--- config.mk ---
export PLATFORM = sky130hd
export DESIGN_NAME = mrom_arbiter
export DESIGN_NICKNAME = d
export VERILOG_FILES = /design/src/rtl/mrom_arb_pkg.sv /design/src/rtl/mrom_addr_map.sv /design/src/rtl/mrom_arbiter.sv
export SDC_FILE = /design/constraint.sdc
export NUM_CORES = 1
export LEC_CHECK = 0
export ABC_CLOCK_PERIOD_IN_PS = 2000
export BUFFER_PORTS_ARGS = -buffer_cell sky130_fd_sc_hd__buf_2
export CORE_UTILIZATION = 49
export DETAILED_ROUTE_END_ITERATION = 6
export PLACE_DENSITY = 0.82
export SETUP_SLACK_MARGIN = 0.2
export SLEW_MARGIN = 20
export SYNTH_ARGS = -nofsm -noshare
export SYNTH_HDL_FRONTEND = slang
export SYNTH_HIERARCHICAL = 1
export SYNTH_SLANG_ARGS = --single-unit
--- constraint.sdc ---
create_clock -name MCLK -period 2 [get_ports MCLK]
set_input_delay 0.2 -clock MCLK [delete_from_list [all_inputs] [get_ports MCLK]]
set_output_delay 0.2 -clock MCLK [all_outputs]
set_load 0.005 [all_outputs]
--- src/rtl/mrom_arb_pkg.sv ---
// Shared types and address-map constants for the program/graphics ROM arbiter.
package mrom_arb_pkg;

    typedef enum logic [2:0] {
        IDLE,
        WR,
        RD,
        WAIT,
        DONE
    } arb_state_t;

    typedef enum logic {
        CPU,
        VID
    } owner_t;

    localparam logic [15:0] BANK_WIN_LO = 16'hC000;
    localparam logic [15:0] BANK_WIN_HI = 16'hDFFF;
    localparam logic [15:0] IO_BASE     = 16'hE000;
    localparam logic [17:0] BANK_BASE   = 18'h10000;
    localparam logic [7:0]  OPEN_BUS    = 8'hFF;

endpackage

--- src/rtl/mrom_addr_map.sv ---
// Z80 address decode: fixed ROM below 0xC000, banked window at 0xC000-0xDFFF,
// and everything from 0xE000 up is not ROM (answered with open bus).
module mrom_addr_map
    import mrom_arb_pkg::*;
(
    input  logic [15:0] cpu_ad,
    input  logic [2:0]  rombk,
    output logic [17:0] phys_ad,
    output logic        is_rom
);

    always_comb begin
        phys_ad = '0;
        is_rom  = (cpu_ad < IO_BASE);
        if (cpu_ad < BANK_WIN_LO) begin
            phys_ad = {2'b00, cpu_ad};
        end else if (cpu_ad <= BANK_WIN_HI) begin
            phys_ad = BANK_BASE + {2'b00, rombk, cpu_ad[12:0]};
        end
    end

endmodule

--- src/rtl/mrom_arbiter.sv ---
// Single-port ROM arbiter for CPU fetch, video tile fetch and ROM download.
// Define MROM_ARB_RR_EN for round-robin CPU/VID arbitration (default: CPU first).
module mrom_arbiter
    import mrom_arb_pkg::*;
#(
    parameter int RD_LAT = 2
) (
    input  logic        MCLK,
    input  logic        RESET,
    input  logic        CPU_REQ,
    input  logic [15:0] CPU_AD,
    input  logic [2:0]  ROMBK,
    output logic        CPU_ACK,
    output logic [7:0]  CPU_DT,
    output logic        CPU_WAIT,
    input  logic        VID_REQ,
    input  logic [17:0] VID_AD,
    output logic        VID_ACK,
    output logic [7:0]  VID_DT,
    input  logic        DL_EN,
    input  logic        DL_WE,
    input  logic [17:0] DL_AD,
    input  logic [7:0]  DL_DT,
    output logic        DL_BUSY,
    output logic        MEM_CS,
    output logic        MEM_WE,
    output logic [17:0] MEM_AD,
    output logic [7:0]  MEM_WD,
    input  logic [7:0]  MEM_DI
);

    arb_state_t  state;
    arb_state_t  state_next;
    owner_t      owner;
    owner_t      grant_owner;
    logic        grant_rd;
    logic        owner_req;
    logic        is_io;
    logic [2:0]  lat_cnt;
    logic        dl_busy;
    logic [17:0] dl_ad_hold;
    logic [7:0]  dl_dt_hold;
    logic [17:0] mem_ad_q;
    logic [7:0]  mem_wd_q;
    logic [7:0]  cpu_dt_q;
    logic [7:0]  vid_dt_q;
    logic [17:0] cpu_phys;
    logic        cpu_is_rom;
`ifdef MROM_ARB_RR_EN
    owner_t      rr_ptr;
`endif

    mrom_addr_map u_addr_map (
        .cpu_ad  (CPU_AD),
        .rombk   (ROMBK),
        .phys_ad (cpu_phys),
        .is_rom  (cpu_is_rom)
    );

    // Reads are held off entirely while a download session is open.
    always_comb begin
        grant_owner = CPU;
        if (VID_REQ && !CPU_REQ) begin
            grant_owner = VID;
        end
`ifdef MROM_ARB_RR_EN
        if (VID_REQ && CPU_REQ && rr_ptr == VID) begin
            grant_owner = VID;
        end
`endif
        grant_rd  = !dl_busy && !DL_EN && (CPU_REQ || VID_REQ);
        owner_req = (owner == CPU) ? CPU_REQ : VID_REQ;
    end

    always_ff @(posedge MCLK) begin
        if (RESET) begin
            state <= IDLE;
        end else begin
            state <= state_next;
        end
    end

    always_comb begin
        state_next = state;
        unique case (state)
            IDLE: begin
                if (dl_busy) begin
                    state_next = WR;
                end else if (grant_rd) begin
                    state_next = (grant_owner == CPU && !cpu_is_rom) ? WAIT : RD;
                end
            end
            WR:      state_next = IDLE;
            RD:      state_next = WAIT;
            WAIT:    if (lat_cnt == 3'd0) state_next = DONE;
            DONE:    state_next = IDLE;
            default: state_next = IDLE;
        endcase
    end

    always_comb begin
        MEM_CS   = (state == RD) || (state == WR);
        MEM_WE   = (state == WR);
        CPU_ACK  = (state == DONE) && (owner == CPU) && CPU_REQ;
        VID_ACK  = (state == DONE) && (owner == VID) && VID_REQ;
        CPU_WAIT = CPU_REQ && !CPU_ACK;
        DL_BUSY  = dl_busy;
        MEM_AD   = mem_ad_q;
        MEM_WD   = mem_wd_q;
        CPU_DT   = cpu_dt_q;
        VID_DT   = vid_dt_q;
    end

    // Read data only lands in the owner's register if the owner is still asking,
    // so an abandoned request leaves the previous data untouched.
    always_ff @(posedge MCLK) begin
        if (RESET) begin
            dl_busy    <= 1'b0;
            dl_ad_hold <= '0;
            dl_dt_hold <= '0;
            mem_ad_q   <= '0;
            mem_wd_q   <= '0;
            cpu_dt_q   <= OPEN_BUS;
            vid_dt_q   <= OPEN_BUS;
            owner      <= CPU;
            is_io      <= 1'b0;
            lat_cnt    <= '0;
`ifdef MROM_ARB_RR_EN
            rr_ptr     <= CPU;
`endif
        end else begin
            if (DL_WE && DL_EN && !dl_busy) begin
                dl_ad_hold <= DL_AD;
                dl_dt_hold <= DL_DT;
                dl_busy    <= 1'b1;
            end
            unique case (state)
                IDLE: begin
                    if (dl_busy) begin
                        mem_ad_q <= dl_ad_hold;
                        mem_wd_q <= dl_dt_hold;
                    end else if (grant_rd) begin
                        owner   <= grant_owner;
                        is_io   <= (grant_owner == CPU) && !cpu_is_rom;
                        lat_cnt <= '0;
                        if (grant_owner == VID) begin
                            mem_ad_q <= VID_AD;
                        end else if (cpu_is_rom) begin
                            mem_ad_q <= cpu_phys;
                        end
`ifdef MROM_ARB_RR_EN
                        rr_ptr <= (grant_owner == CPU) ? VID : CPU;
`endif
                    end
                end
                WR: dl_busy <= 1'b0;
                RD: lat_cnt <= 3'(RD_LAT - 1);
                WAIT: begin
                    if (lat_cnt == 3'd0) begin
                        if (owner_req) begin
                            if (owner == CPU) begin
                                cpu_dt_q <= is_io ? OPEN_BUS : MEM_DI;
                            end else begin
                                vid_dt_q <= MEM_DI;
                            end
                        end
                    end else begin
                        lat_cnt <= lat_cnt - 3'd1;
                    end
                end
                DONE: ;
                default: ;
            endcase
        end
    end

endmodule

# Word-level counts from Yosys, hierarchy flattened
# Index checks and enable logic that the tools add are counted.
[word_totals]
inputBits = 77
regBits = 77
elab_cells = 77
[op_classes]
magnitude_cmp = 3
bitwise = 3
n_addsub = 2
mux = 18
reduce_logical = 31
eq_ne = 9
[ops]
columns = ["op", "n"]
rows = [
  ["18-bit 2-to-1 mux", 6],
  ["16-bit less-than comparator, second input constant", 2],
  ["17-bit by 16-bit adder with 18-bit output, first input constant", 1],
  ["3-bit 2-to-1 mux", 6],
  ["3-bit case mux with 3 select lines", 2],
  ["16-bit less-or-equal comparator, second input constant", 1],
  ["4-bit AND reduction", 3],
  ["1-bit logical AND", 11],
  ["8-bit 2-to-1 mux", 1],
  ["2-bit inequality test, second input constant", 4],
  ["3-bit by 2-bit == test with 1-bit output, second input constant", 2],
  ["3-bit logical NOT", 2],
  ["3-bit AND reduction", 2],
  ["3-bit nonzero test", 2],
  ["1-bit logical NOT", 5],
  ["2-bit AND reduction", 2],
  ["3-bit by 1-bit == test with 1-bit output, second input constant", 1],
  ["3-bit == test, second input constant", 1],
  ["1-bit 2-to-1 mux", 3],
  ["3-bit inequality test, second input constant", 1],
  ["1-bit NOT", 3],
  ["3-bit by 1-bit subtractor with 3-bit output, second input constant", 1],
  ["1-bit logical OR", 2],
  ["2-bit nonzero test", 1],
  ["2-bit OR reduction", 1],
]

# Logic depth before layout (Yosys ltp)
# Gate-level depths: netlist (run 1).
[depth]
depth_word = 9
depth_mapped = 8
mapped_depth_nobuf = 6

# Hierarchy
# The synthesis (run 1) kept the hierarchy.
[by_module_without_submodules]
columns = ["mod", "seq_area_each_um2", "area_per_inst_um2", "n_inst", "cells_each"]
rows = [
  ["mrom_arbiter", 1541.5, 3458.3, 1, 410],
  ["mrom_addr_map", 0.0, 193.9, 1, 25],
]

# Worst setup path before layout (run 1)
# OpenSTA, ideal clock, no wires.
[synth_timing]
path_type = "register to register"
from = "reg lat_cnt[0]"
to = "reg vid_dt_q[5] (netlist: VID_DT[5])"
path_buffers = 1
synth_period_minus_slack_ns = 1.463
path_slack_ns = 0.537
setup_ns = 0.122
t_arrival_ns = 1.341
required_time_ns = 1.878
stages_incl_launch_ff = 8
cell_sequence = "dfxtp_1 inv_1 ha_1 nor2b_1 nand4_2 buf_2 nor3_1 a21oi_1"
[synth_between]
elab_chain_len = 2
[synth_lines]
columns = ["element", "line_no", "rtl"]
rows = [
  ["from (decl)", "mrom_arbiter.sv:39", "logic [2:0] lat_cnt;"],
  ["from (signal assigned)", "mrom_arbiter.sv:157", "RD: lat_cnt <= 3'(RD_LAT - 1);"],
  ["from (signal assigned)", "mrom_arbiter.sv:168", "lat_cnt <= lat_cnt - 3'd1;"],
  ["3-bit logical NOT", "mrom_arbiter.sv:159", "if (lat_cnt == 3'd0) begin"],
  ["4-bit AND reduction (no line)", "-", ""],
  ["to (signal assigned)", "mrom_arbiter.sv:124", "vid_dt_q <= OPEN_BUS;"],
  ["to (signal assigned)", "mrom_arbiter.sv:164", "vid_dt_q <= MEM_DI;"],
  ["to (decl)", "mrom_arbiter.sv:46", "logic [7:0] vid_dt_q;"],
]
# No other way between the ends.
# A chain may end at the register's enable or synchronous reset.

# Final worst setup path (run 1)
[layout_timing]
from = "reg lat_cnt[0]"
to = "reg cpu_dt_q[6] (netlist: CPU_DT[6])"
[layout_between]
elab_chain_len = 2
[layout_lines]
columns = ["element", "line_no", "rtl"]
rows = [
  ["3-bit logical NOT", "mrom_arbiter.sv:159", ""],
  ["4-bit AND reduction (no line)", "-", ""],
  ["to (signal assigned)", "mrom_arbiter.sv:162", "cpu_dt_q <= is_io ? OPEN_BUS : MEM_DI;"],
  ["to (decl)", "mrom_arbiter.sv:45", "logic [7:0] cpu_dt_q;"],
]
# No other way between the ends.

==> impl_metrics.toml, run 1 <==
[synth]
syn_inst = 435
synth.ff_latch_count = 77
syn_area_um2 = 3650
yosysSeqAreaShare_pct = 42.2
ys.flop_type = "dfxtp_1"
yosysTopAreaCellShare_pct = 42.2
synth_most_common_cell = "nand2_1"
synth_area_leaders = "dfxtp_1, nand2_1, a21oi_1"
syn_nets = 514
netlist-cell-type-count = 42
synth_edf_count = 0
yosys_warnings = 6
synth_commonest_cells = "nand2_1, dfxtp_1, a21oi_1"
synth_area_leader_cell = "dfxtp_1"
postSynthAreaPerCell_um2 = 8.40
synthArstFlopShare_pct = 0

[setup_path]
r2r_end = "CPU_DT[6]"
cp.required_ps = 2270
crit_family = "simple AND/OR/NAND/NOR gates"
worst-path-stages = 6
crit_chain = "inv_1, ha_1, nor2b_2, nand2_1, nor2_4, mux2i_1"
arrival_ps = 1890
endpoint = "CPU_DT[6]"
crit_start = "lat_cnt[0]"
worstSetupPathType = "reg2reg"
path_buf_inv = 1
cpMaxStageDelayCell = "dfxtp_1"
r2r_cells = 6
worst-path-max-fanout = 8
r2r_start = "lat_cnt[0]"
max_stage_delay_ps = 320
end_kind = "register"
worstSetupStartpointType = "register"
r2r_slack_ps = 380

[power]
p_clk_share_pct = 30.2
internal-power_mw = 2.30
power.total_mw = 3.18
seqPwrFrac_pct = 52.2
p_leak_nw = 1.81
vdd_ir_drop_max_uv = 450
p_per_area_nw_per_um2 = 721
p_sw_mw = 0.876
p_sw_share_pct = 27.6
p_comb_share_pct = 17.6

[global_routing]
grt_usage_pct = 22.6
first_global_vias = 3014
grt_max_degree = 39
grt-ovfl-total = 0
antenna_found_initial = 0
grt_pass1_wl_mm = 13.4

[floorplanning]
dieWidth_um = 88.3
ios = 125
rows = 31
die_area_um2 = 7800
core_area_um2 = 7210
die_y_um = 88.3
start_util_pct = 50.6

[cells_and_area]
multi_input_area_um2 = 1890
regArea_um2 = 1540
final_area_um2 = 4410
drive_above_1_share_pct = 35.5
area_delta_synth_final_pct = 20.7
n_fill_cell = 702
final_net_count = 626
num_antenna_cells = 0

[clock_network]
cts_root_buf = "clkbuf_8"
cts.htree.levels = 3
cts.clk_slew.worst_paths_ps = 80
cts_made_buffers = 9
clock-sinks = 77
cts_tree = "built"
cts_hold_buf = 0
clk_latency_ps = 350
cts_buffer_depth = 2

[sta]
clock_skew_ps = 11.1
period_minus_slack_ps = 1620
worst-slew-pin-transition_ps = 523
slew_viol_final = 0
totalNegativeSetupSlack_ps = 0
finalCritPeriodShare_pct = 80.8
fmaxAchievable_mhz = 619
slew_headroom_pct = 65.1
grt_setup_unrepaired = "false"
hold_viol = 0
finalSetupViolCount = 0

[routing]
routed_via_density = 5.14
num_vias = 3334
first_pass_iters = 4
drt_iter0_markers = 132
drt.antenna.violating_nets = 0
drc = 0
totalWireLength_mm = 8.52
avgRoutedWirePerCell_um = 13.1

[placement]
gp_congestion = 0.768
port_buffers = 124
place_area_um2 = 4250
dp_hpwl_mm = 6.08

[outcome]
outcome = "finished clean"

[min_path]
hp-class = "in2reg"

[flow_run]
cap_violations = 0
-- worst min path at each step --
stage	startpoint	to	slack, ps	depth (start not counted)
2_1_floorplan	DL_AD[0]	dl_ad_hold[0]	340	2
3_3_place_gp	dl_ad_hold[10]	dl_ad_hold[10]	440	2
3_5_place_dp	dl_ad_hold[13]	dl_ad_hold[13]	440	2
4_1_cts	DL_AD[6]	dl_ad_hold[6]	70	3
5_1_grt	DL_AD[6]	dl_ad_hold[6]	70	3
6_report	DL_AD[6]	dl_ad_hold[6]	80	3
-- per-stage QoR --
stage	setup WS, ps	hold WS [ps]	std cells	utilization (%)
floorplan	537	336	435	-
global route	253	65.6	649	61.1
CTS	204	74.7	649	61.0
global placement	309	437	635	58.9
detailed placement	234	443	635	58.9
finish	384	85.0	649	61.1
-- layout by cell type, fill, tap and decap left out, drive strengths merged --
master   netlist  layout
a21boi         2       2
nor2          32      32
nand2b        23      23
nor2b          3       3
and2          14      14
o21a           2       2
o221ai         1       1
a21o           1       1
mux2          20      20
mux2i         10      10
or2            2       2
nor3          19      19
clkinv         0       3
a21oi         65      65
o21ai          4       4
o211ai        18      18
ha             2       2
dfxtp         77      77
clkbuf        16      11
o31ai          1       1
buf           14     132
nor3b          1       1
o221a          1       1
o22a           1       1
nand4          1       1
nand2         95      95
nand3          2       2
inv            3       3
xnor2          1       1
and3b          1       1
conb           1       1
a2bb2oi        1       1
-- cells by family (layout without fill, tap and decap cells) --
group	after synthesis	after routing	synth area share [%]
adders and majority gates	2	2	0.685
other	1	1	0.103
DFF	77	77	42.2
xor gates and xnor gates	1	1	0.240
and+or+nand+nor	193	193	25.5
AOI/OAI and AO/OA	97	97	16.0
buffers and inverters	34	149	6.37
muxes	30	30	8.91
-- worst reg2reg max path: cells and delay by family (launching register included) --
kind / cells / cell delay, ps
and+or+nand+nor: 3 / 730
DFF: 1 / 320
muxes: 1 / 250
adders and majority gates: 1 / 170
buffers and inverters: 1 / 80
-- final cells by class --
class | instances | area share [%]
clock buffer | 11 | 2.98
clock inverter | 3 | 0.341
timing repair buffer | 132 | 15.7
inverter | 3 | 0.255
tap | 99 | 2.81
multi-input combinational | 324 | 42.9
sequential | 77 | 35.0
-- metal layers --
layer | up-vias | global-route usage, % | part of all wire, %
li1 | 1683 | - | -
met1 | 1545 | 26.9 | 45
met2 | 95 | 39.1 | 49
met3 | 11 | 5.88 | 5.5
met4 | 0 | 8.36 | 1.4
met5 | - | 0 | 0
-- power by group through the flow --
stage          Combinational (mW)  Sequential [mW]  Clock [mW]
2_1_floorplan               0.398             1.68           0
3_3_place_gp                0.544             1.69           0
3_5_place_dp                0.558             1.69           0
4_1_cts                     0.560             1.66       0.986
5_1_grt                     0.624             1.67        1.06
6_report                    0.559             1.66       0.961
-- repair_timing --
action,CTS,global route
setup buffers,0,0
endpoints found under the setup margin,0,8
resized for setup,0,2
-- state kept, by name, summed over array words and instances (netlist names) --
register / flops
CPU_DT: 8
DL_BUSY: 1
MEM_WD: 8
is_io: 1
dl_dt_hold: 8
MEM_AD: 18
lat_cnt: 3
owner: 1
dl_ad_hold: 18
state: 3
VID_DT: 8
No activity file was read; power rests on OpenSTA's default activity.
==> inputs of run 2 (changes only) <==
ABC_AREA = 1   (was not set)
ABC_CLOCK_PERIOD_IN_PS = 1300   (was 2000)
CORE_UTILIZATION = 46   (was 49)
PLACE_DENSITY = 0.81   (was 0.82)
clock period = 1.3 ns   (was 2 ns; I/O delays follow)
==> run 2 against run 1 <==
  * The run now ends with negative setup slack left
  * Via count up 27%
  * Core utilization up 14 points
  * Synthesized area up 4.3%
  * Clock skew down 1.7 ps
  * First-iteration DRC count up 42%
  * Synthesized cell count up 33%
  * Setup slack worse by 480 ps
  * Largest cell class unchanged
==> impl_metrics.toml, run 2 <==
[cells_and_area]
final_common_cell = "buf_2"
area_delta_synth_final_pct = 54.7
multi_input_area_um2 = 2180
final_net_count = 823
drive_above_1_share_pct = 43.5
n_fill_cell = 592
num_antenna_cells = 0
layout_common_cells = "buf_2, nand2_1, inv_1, dfxtp_1, nor2_1"
regArea_um2 = 1560

[clock_network]
cts.clk_slew.worst_paths_ps = 90
cts_made_buffers = 9
cts_tree = "built"
cts_root_buf = "clkbuf_8"
clk_latency_ps = 350
cts_buffer_depth = 2
cts.htree.levels = 3
clock-sinks = 77
cts_hold_buf = 0

[setup_path]
worstSetupPathType = "reg2reg"
worst-path-max-fanout = 5
arrival_ps = 1680
cp.required_ps = 1580
worstSetupStartpointType = "register"
r2r_start = "DL_BUSY"
crit_start = "DL_BUSY"
end_kind = "register"

[power]
vdd_ir_drop_max_uv = 1050
p_comb_share_pct = 48.9
p_leak_nw = 2.96
p_per_area_nw_per_um2 = 1570
internal-power_mw = 5.70
p_clk_share_pct = 18.4
seqPwrFrac_pct = 32.7
p_sw_mw = 3.56
p_sw_share_pct = 38.4

[floorplanning]
die_area_um2 = 8650
rows = 32
dieWidth_um = 93.0
die_y_um = 93.0
start_util_pct = 48.5
ios = 125
core_area_um2 = 7850

[sta]
finalSetupViolCount = 37
period_minus_slack_ps = 1400
clock_skew_ps = 9.42
finalCritPeriodShare_pct = 107
totalNegativeSetupSlack_ps = -1950
worst_slack_ps = -97.2
fmaxAchievable_mhz = 716
grt_setup_unrepaired = "true"
hold_viol = 0
slew_viol_final = 0

[min_path]
hp-class = "in2reg"
hp-start = "MEM_DI[5]"

[placement]
gp_congestion = 0.888
port_buffers = 124
post-place-ws_ps = 7.20
dp_hpwl_mm = 6.88

[outcome]
violations = "negative setup slack"
outcome = "finished with violations"

[routing]
met3_length_um = 849
avgRoutedWirePerCell_um = 14.3
totalWireLength_mm = 12.1
drc = 0
top_layer = "met4"
num_vias = 4243
first_pass_iters = 5
dr_wl_met2_mm = 6.16
drt.antenna.violating_nets = 0
drt_iter0_markers = 188
drt-met1-wl_mm = 4.74
routed_via_density = 4.99

[global_routing]
grt_pass1_wl_mm = 17.9
grt_usage_pct = 26.3
antenna_found_initial = 0
first_global_vias = 3955
grt-ovfl-total = 0
grt_max_degree = 62

[synth]
synth_most_common_cell = "nand2_1"
syn_inst = 580
yosysSeqAreaShare_pct = 40.5
synth.ff_latch_count = 77
yosysTopAreaCellShare_pct = 40.5
postSynthAreaPerCell_um2 = 6.57
ys.flop_type = "dfxtp_1"
syn_area_um2 = 3810
syn_nets = 659
synth_edf_count = 0
yosys_warnings = 6
synth_area_leaders = "dfxtp_1, nand2_1, inv_1"
synth_area_leader_cell = "dfxtp_1"
synth_commonest_cells = "nand2_1, inv_1, dfxtp_1"
synthArstFlopShare_pct = 0
netlist-cell-type-count = 28

[flow_run]
cap_violations = 0
run 2: cell types whose count changed after synthesis, moves of 20 or more:
cell,delta
nand3_1,+39
mux2_2,-20
inv_1,+98
nor2_1,+43
o21ai_0,+41
nand2b_1,-23
a21oi_1,-30
nand2_1,+44
run 2: final timing paths:
kind / end / slack, ps / depth (start not counted)
setup / recovery: MEM_AD[8] / -100 / 9
hold reg to reg: dl_ad_hold[5] / 460 / 2
hold / removal: VID_DT[5] / 20 / 3
setup reg to reg: MEM_AD[8] / -100 / 9
run 2: logic make-up after synthesis:
| logic type | share of synthesized area [%] |
|---|---|
| and+or+nand+nor | 30.5 |
| buffers and inverters | 15.0 |
| AOI/OAI and AO/OA | 13.3 |
| DFF | 40.5 |
| adders and majority gates | 0.657 |
| other | 0.0985 |
run 2: per-stage QoR:
| step | power, mW | util, % | instances | cell area [um2] | hold WS, ps |
|---|---|---|---|---|---|
| 6_report | 9.26 | 75.1 | 851 | 5890 | 15.9 |
| 5_1_grt | 9.82 | 75.1 | 851 | 5890 | 14.8 |
| 4_1_cts | 8.44 | 69.1 | 837 | 5420 | 1.91 |
| 3_5_place_dp | 5.43 | 59.2 | 796 | 4650 | 364 |
| 3_3_place_gp | 5.35 | 59.2 | 796 | 4650 | 362 |
| 2_1_floorplan | 4.65 | - | 580 | 3880 | 256 |
run 2: cell type report:
class	count	area share (%)
sequential	77	26.5
timing repair buffer	181	24.4
tap	102	2.17
clock inverter	7	0.977
inverter	106	6.99
multi-input combinational	369	36.9
clock buffer	9	2.10
run 2: metal layers:
metal	vias to the layer above	track usage, %
li1	2110	-
met1	1954	30.7
met2	147	46.7
met3	32	5.69
met4	0	10.4
met5	-	0
run 2: power by group through the flow:
stage / Clock (mW) / Sequential, mW / Combinational, mW
detailed placement: 0 / 3.02 / 2.42
global placement: 0 / 3.01 / 2.34
global route: 1.86 / 3.06 / 4.90
floorplan: 0 / 2.97 / 1.68
CTS: 1.73 / 2.99 / 3.72
finish: 1.70 / 3.03 / 4.53
run 2: repair_timing:
item	CTS	global route
gates resized for setup	75	89
pin swaps	21	32
setup endpoints to repair	66	82
gates cloned	7	3
setup buffers	18	11
run 2: critical path, stage by stage, from the launching register on:
cell	delay (ps)
dfxtp_4	370
nor2_4	140
nand2_4	90
nand2_4	70
nand3_4	130
buf_6	170
buf_16	130
nand2_2	40
nand2_1	40
nor2_1	140
